<file path="src/rtl/fetch_ifid.sv">
// IF stage plus IF/ID pipeline register with a one-entry skid buffer for stalls.
// Optional ecall halt/resume logic is enabled by defining FETCH_HALT_EN.
module fetch_ifid #(
  parameter logic [13:0] RESET_PC  = 14'h0000,
  parameter logic [31:0] NOP_INSTR = 32'h00000013
) (
  input  logic        clk,
  input  logic        rst_n,
  input  logic        stall_i,
  input  logic        redirect_i,
  input  logic [13:0] redirect_addr_i,
  output logic [13:0] imem_addr_o,
  input  logic [31:0] imem_rdata_i,
  output logic [31:0] instr_o,
  output logic [13:0] addr_o,
  output logic        valid_o,
  input  logic        resume_i,
  output logic        halted_o
);
  localparam logic [31:0] ECALL = 32'h00000073;

  logic [13:0] pc_q, req_pc_q, skid_pc_q;
  logic        req_valid_q, skid_valid_q, halted_q;
  logic [31:0] skid_data_q;

  logic [31:0] resp_data;
  logic [13:0] resp_pc;
  logic        resp_valid;
  logic        halt_hit, halt_hold;

  assign imem_addr_o = pc_q;
  assign halted_o    = halted_q;

  // A full skid always predates the current memory word, so it drains first.
  always_comb begin
    resp_data  = skid_valid_q ? skid_data_q : imem_rdata_i;
    resp_pc    = skid_valid_q ? skid_pc_q   : req_pc_q;
    resp_valid = skid_valid_q | req_valid_q;
  end

`ifdef FETCH_HALT_EN
  always_comb begin
    halt_hit  = valid_o && (instr_o == ECALL);
    halt_hold = halted_q && !resume_i;
  end
`else
  logic unused_resume;
  assign unused_resume = resume_i;
  always_comb begin
    halt_hit  = 1'b0;
    halt_hold = 1'b0;
  end
`endif

  always_ff @(posedge clk) begin
    if (rst_n) begin
      pc_q         <= RESET_PC;
      req_pc_q     <= 14'h0000;
      req_valid_q  <= 1'b0;
      skid_valid_q <= 1'b0;
      skid_pc_q    <= 14'h0000;
      skid_data_q  <= 32'h0;
      instr_o      <= NOP_INSTR;
      addr_o       <= 14'h0000;
      valid_o      <= 1'b0;
      halted_q     <= 1'b0;
    end else if (redirect_i) begin
      pc_q         <= {redirect_addr_i[13:2], 2'b00};
      req_valid_q  <= 1'b0;
      skid_valid_q <= 1'b0;
      instr_o      <= NOP_INSTR;
      valid_o      <= 1'b0;
      halted_q     <= 1'b0;
    end else if (halt_hold) begin
      halted_q <= 1'b1;
    end else if (stall_i) begin
      halted_q <= 1'b0;
      if (req_valid_q && !skid_valid_q) begin
        skid_valid_q <= 1'b1;
        skid_data_q  <= imem_rdata_i;
        skid_pc_q    <= req_pc_q;
      end
    end else if (halt_hit) begin
      // Drop in-flight work; resume refetches the word after the ecall.
      halted_q     <= 1'b1;
      pc_q         <= addr_o + 14'd4;
      req_valid_q  <= 1'b0;
      skid_valid_q <= 1'b0;
      instr_o      <= NOP_INSTR;
      valid_o      <= 1'b0;
    end else begin
      halted_q     <= 1'b0;
      pc_q         <= pc_q + 14'd4;
      req_pc_q     <= pc_q;
      req_valid_q  <= 1'b1;
      skid_valid_q <= 1'b0;
      instr_o      <= resp_valid ? resp_data : NOP_INSTR;
      addr_o       <= resp_pc;
      valid_o      <= resp_valid;
    end
  end
endmodule

</file>
<file path="config.mk">
export PLATFORM = sky130hd
export DESIGN_NAME = fetch_ifid
export DESIGN_NICKNAME = d
export VERILOG_FILES = /design/src/rtl/fetch_ifid.sv
export SDC_FILE = /design/constraint.sdc
export NUM_CORES = 1
export LEC_CHECK = 0
export ABC_AREA = 1
export BUFFER_PORTS_ARGS = -buffer_cell sky130_fd_sc_hd__buf_2
export CAP_MARGIN = 25
export CORE_AREA = 2 2 106 108
export DETAILED_ROUTE_END_ITERATION = 7
export DIE_AREA = 0 0 108 110
export GPL_ROUTABILITY_DRIVEN = 0
export PLACE_DENSITY = 0.67
export SLEW_MARGIN = 10
export SYNTH_ARGS = -nofsm -noshare
export SYNTH_HDL_FRONTEND = slang
export SYNTH_SLANG_ARGS = --single-unit
</file>
<file path="constraint.sdc">
create_clock -name clk -period 2.14 [get_ports clk]
set_clock_uncertainty 0.1 [all_clocks]
set_input_delay 0 -clock clk [delete_from_list [all_inputs] [get_ports clk]]
set_output_delay 0 -clock clk [all_outputs]
set_load 0.005 [all_outputs]
</file>
==> impl_metrics.json <==
{
  "status": "complete, no violations",
  "cts-root-buf": "clkbuf_8",
  "synth_cells": 635,
  "clock_sinks": 115,
  "die_x_um": 108,
  "synthTopCellsByArea": "dfxtp_1 (49%), a21oi_1 (10%), nand2_1 (9.5%)",
  "synth-seq-cells": 115,
  "startpoint": "redirect_i",
  "cp-start-kind": "input port",
  "clk_latency_ns": 0.51,
  "synth_cell_types": 29,
  "fin_setup_tns_ns": 0,
  "fin_cells": 927,
  "hp-start": "imem_rdata_i[4]",
  "synth_top_area_share_pct": 48.8,
  "rsz0062_at_grt": "false",
  "critPathMaxFanout": 44,
  "coreArea_mm2": 0.0107,
  "overflow": 0,
  "path_cells": "dlygate4sd3_1 > buf_2 > inv_2 > nand2_4 > nor2_8 > inv_6 > o21ai_1 > dlygate4sd3_1 > nor2_1",
  "avgSynthCellArea_um2": 7.43,
  "multi_input_area_mm2": 0.00205,
  "start_util_pct": 44.1,
  "routed_wl_um": 13400,
  "hold_violations": 0,
  "yosysWarnings": 0,
  "r2r-end": "skid_data_q[29]$_SDFFE_PP0P_",
  "routedWlPerCell_um": 14.4,
  "path_common_cell": "dlygate4sd3_1",
  "end_kind": "flop",
  "finalCritPeriodShare_pct": 91.2,
  "die_h_um": 110,
  "num_antenna_cells": 0,
  "ios": 113,
  "yosysMostFrequentCell": "nand2_1",
  "cpLargestDelayFamily": "buffers and inverters",
  "synthFlopType": "dfxtp_1",
  "antenna_found_initial": 0,
  "grt_max_degree": 55,
  "crit_buf_inv": 5,
  "arrival_ns": 2.25,
  "crit_required_ns": 2.44,
  "crit_type": "input port to flop",
  "dp.cells": 846,
  "max_cap_violations": 0,
  "hp-class": "input port to flop",
  "vias": 4831,
  "ir_worst_vdd_mv": 0.428,
  "whs_ns": 0.186,
  "areaGrowthSynthToFinish_pct": 33.7,
  "synth-edff-count": 0,
  "yosysTopAreaCell": "dfxtp_1",
  "setup_viol": 0,
  "internal_power_uw": 4160,
  "hold-path-cell-count": 4,
  "cts_tree": "done",
  "period_needed_ns": 1.95,
  "finalMaxSlewViolations": 0,
  "clk_pin_slew_ns": 0.05,
  "reg2reg_depth": 8,
  "worstMarginPinSlew_ns": 0.519,
  "fill_cells": 995,
  "power_switching_share_pct": 22.6,
  "p_seq_share_pct": 42.5,
  "dr.pass1.iters": 5,
  "die_area_mm2": 0.0119,
  "drt-initial-drc-count": 288,
  "cts_buffers": 17,
  "grt_pass1_wl_um": 21500,
  "cts_setup_buffers": 0,
  "hpwlAfterDp_um": 8070,
  "track_usage_pct": 23.1,
  "yosysSeqAreaShare_pct": 48.8,
  "synth.cell_area_mm2": 0.00472,
  "relSlewSlack_pct": 65.3,
  "finish.net_count": 829,
  "yosys-top-cells-count": "nand2_1 (120), dfxtp_1 (115), nor2_1 (99)",
  "switching_power_uw": 1220,
  "drc_errors": 0,
  "async_flop_share_pct": 0,
  "p_per_area_mw_per_mm2": 851,
  "hold_end": "skid_data_q[4]$_SDFFE_PP0P_",
  "rows": 38,
  "cts_max_path_buffers": 2,
  "combPwrFrac_pct": 8.9,
  "via_per_inst": 5.21,
  "drive_above_1_share_pct": 19.1,
  "grt_pass1_vias": 4628,
  "slowest_stage": "dlygate4sd3_1",
  "h-tree-depth": 4,
  "reg2reg_from": "req_valid_q$_SDFFE_PP0N_",
  "timing.reg2reg.setup_slack_ns": 0.19,
  "max_stage_delay_ns": 0.57,
  "port_buffers": 104,
  "p_leak_uw": 0.00279,
  "clkPwrFrac_pct": 48.6,
  "regArea_mm2": 0.00230,
  "postRouteAntennaNets": 0,
  "clock.fmax_mhz": 513
}
cell families (layout without fill, tap and decap cells):
kind of cell,count (synthesis),in the layout,synth area share (%)
xor+xnor,1,1,0.186
compound gates,197,197,21.3
flops,115,115,48.8
other cells,1,5,0.0795
simple gates,247,247,21.3
fa+ha+maj,1,1,0.265
buf+inv,73,221,8.06
sequential cells by signal (all words and copies together), names as in the netlist, 12 cells and up:
signal       count
addr_o          12
req_pc_q        12
skid_data_q     32
instr_o         32
imem_addr_o     12
skid_pc_q       12
metal layers:
metal	part of all wire [%]	GRT usage, %	up-vias
met1	45	29.4	2255
li1	-	-	2368
met4	2.7	12.3	0
met5	0	0	-
met2	48	36.8	177
met3	4.7	5.06	31
worst reg2reg max path, delay by kind of cell (launching register included):
| kind | cells | cell delay, ns |
|---|---|---|
| buffers and inverters | 4 | 0.91 |
| AND/OR/NAND/NOR | 3 | 0.33 |
| AO/OA/AOI/OAI | 1 | 0.16 |
| flip-flops | 1 | 0.35 |
layout make-up:
cell class              count  share of cell area (%)
flip-flops and latches    115                    36.5
repair buffers            166                    17.9
inverters                  26                    1.63
multi-input cells         451                    32.6
clock buffers              23                    7.40
well taps                 140                    2.78
clock inverters             6                    1.27
metrics by stage:
stage | power [µW] | worst slack, ns | utilization [%] | instance area, µm²
2_1_floorplan | 2560 | 0.765 | - | 4730
4_1_cts | 5410 | 0.141 | 59.0 | 6310
6_report | 5370 | 0.189 | 59.0 | 6310
3_5_place_dp | 2720 | 0.548 | 49.0 | 5240
5_1_grt | 5590 | 0.0732 | 59.0 | 6310
3_3_place_gp | 2720 | 0.583 | 49.0 | 5240
worst max path at each step:
stage	end	slack, ns	cells after the start
2_1_floorplan	imem_addr_o[10]$_SDFFE_PP0P_	0.76	8
3_3_place_gp	imem_addr_o[6]$_SDFFE_PP0P_	0.58	8
3_5_place_dp	imem_addr_o[12]$_SDFFE_PP0P_	0.55	8
4_1_cts	skid_data_q[29]$_SDFFE_PP0P_	0.14	8
5_1_grt	skid_data_q[24]$_SDFFE_PP0P_	0.07	8
6_report	skid_data_q[29]$_SDFFE_PP0P_	0.19	9
placed cells by master, fill, tap and decap left out, types with 4 or more instances in the layout:
| cell type | Yosys | final |
|---|---|---|
| nand2_1 | 120 | 120 |
| dfxtp_1 | 115 | 115 |
| buf_2 | 14 | 104 |
| a21oi_1 | 98 | 98 |
| nor2_1 | 99 | 98 |
| o21ai_0 | 78 | 78 |
| dlygate4sd3_1 | 0 | 52 |
| inv_1 | 20 | 20 |
| nand3_1 | 16 | 16 |
| clkbuf_16 | 0 | 16 |
| o21ai_1 | 14 | 14 |
| buf_4 | 9 | 9 |
| conb_1 | 1 | 5 |
| inv_2 | 4 | 4 |
| clkbuf_8 | 0 | 4 |
| clkinv_2 | 0 | 4 |
power groups by stage:
| stage | clock network, µW | registers, µW | logic, µW |
|---|---|---|---|
| floorplan | 0 | 2320 | 243 |
| global placement | 0 | 2320 | 392 |
| detailed placement | 0 | 2330 | 398 |
| CTS | 2660 | 2280 | 473 |
| global route | 2760 | 2290 | 535 |
| finish | 2610 | 2290 | 475 |
what timing repair did:
action,in CTS,in global routing
hold endpoints to repair,77,0
setup endpoints to repair,0,1
hold buffers,52,0
resized for setup,0,1
Note: power is estimated with default switching activity, not from simulation.
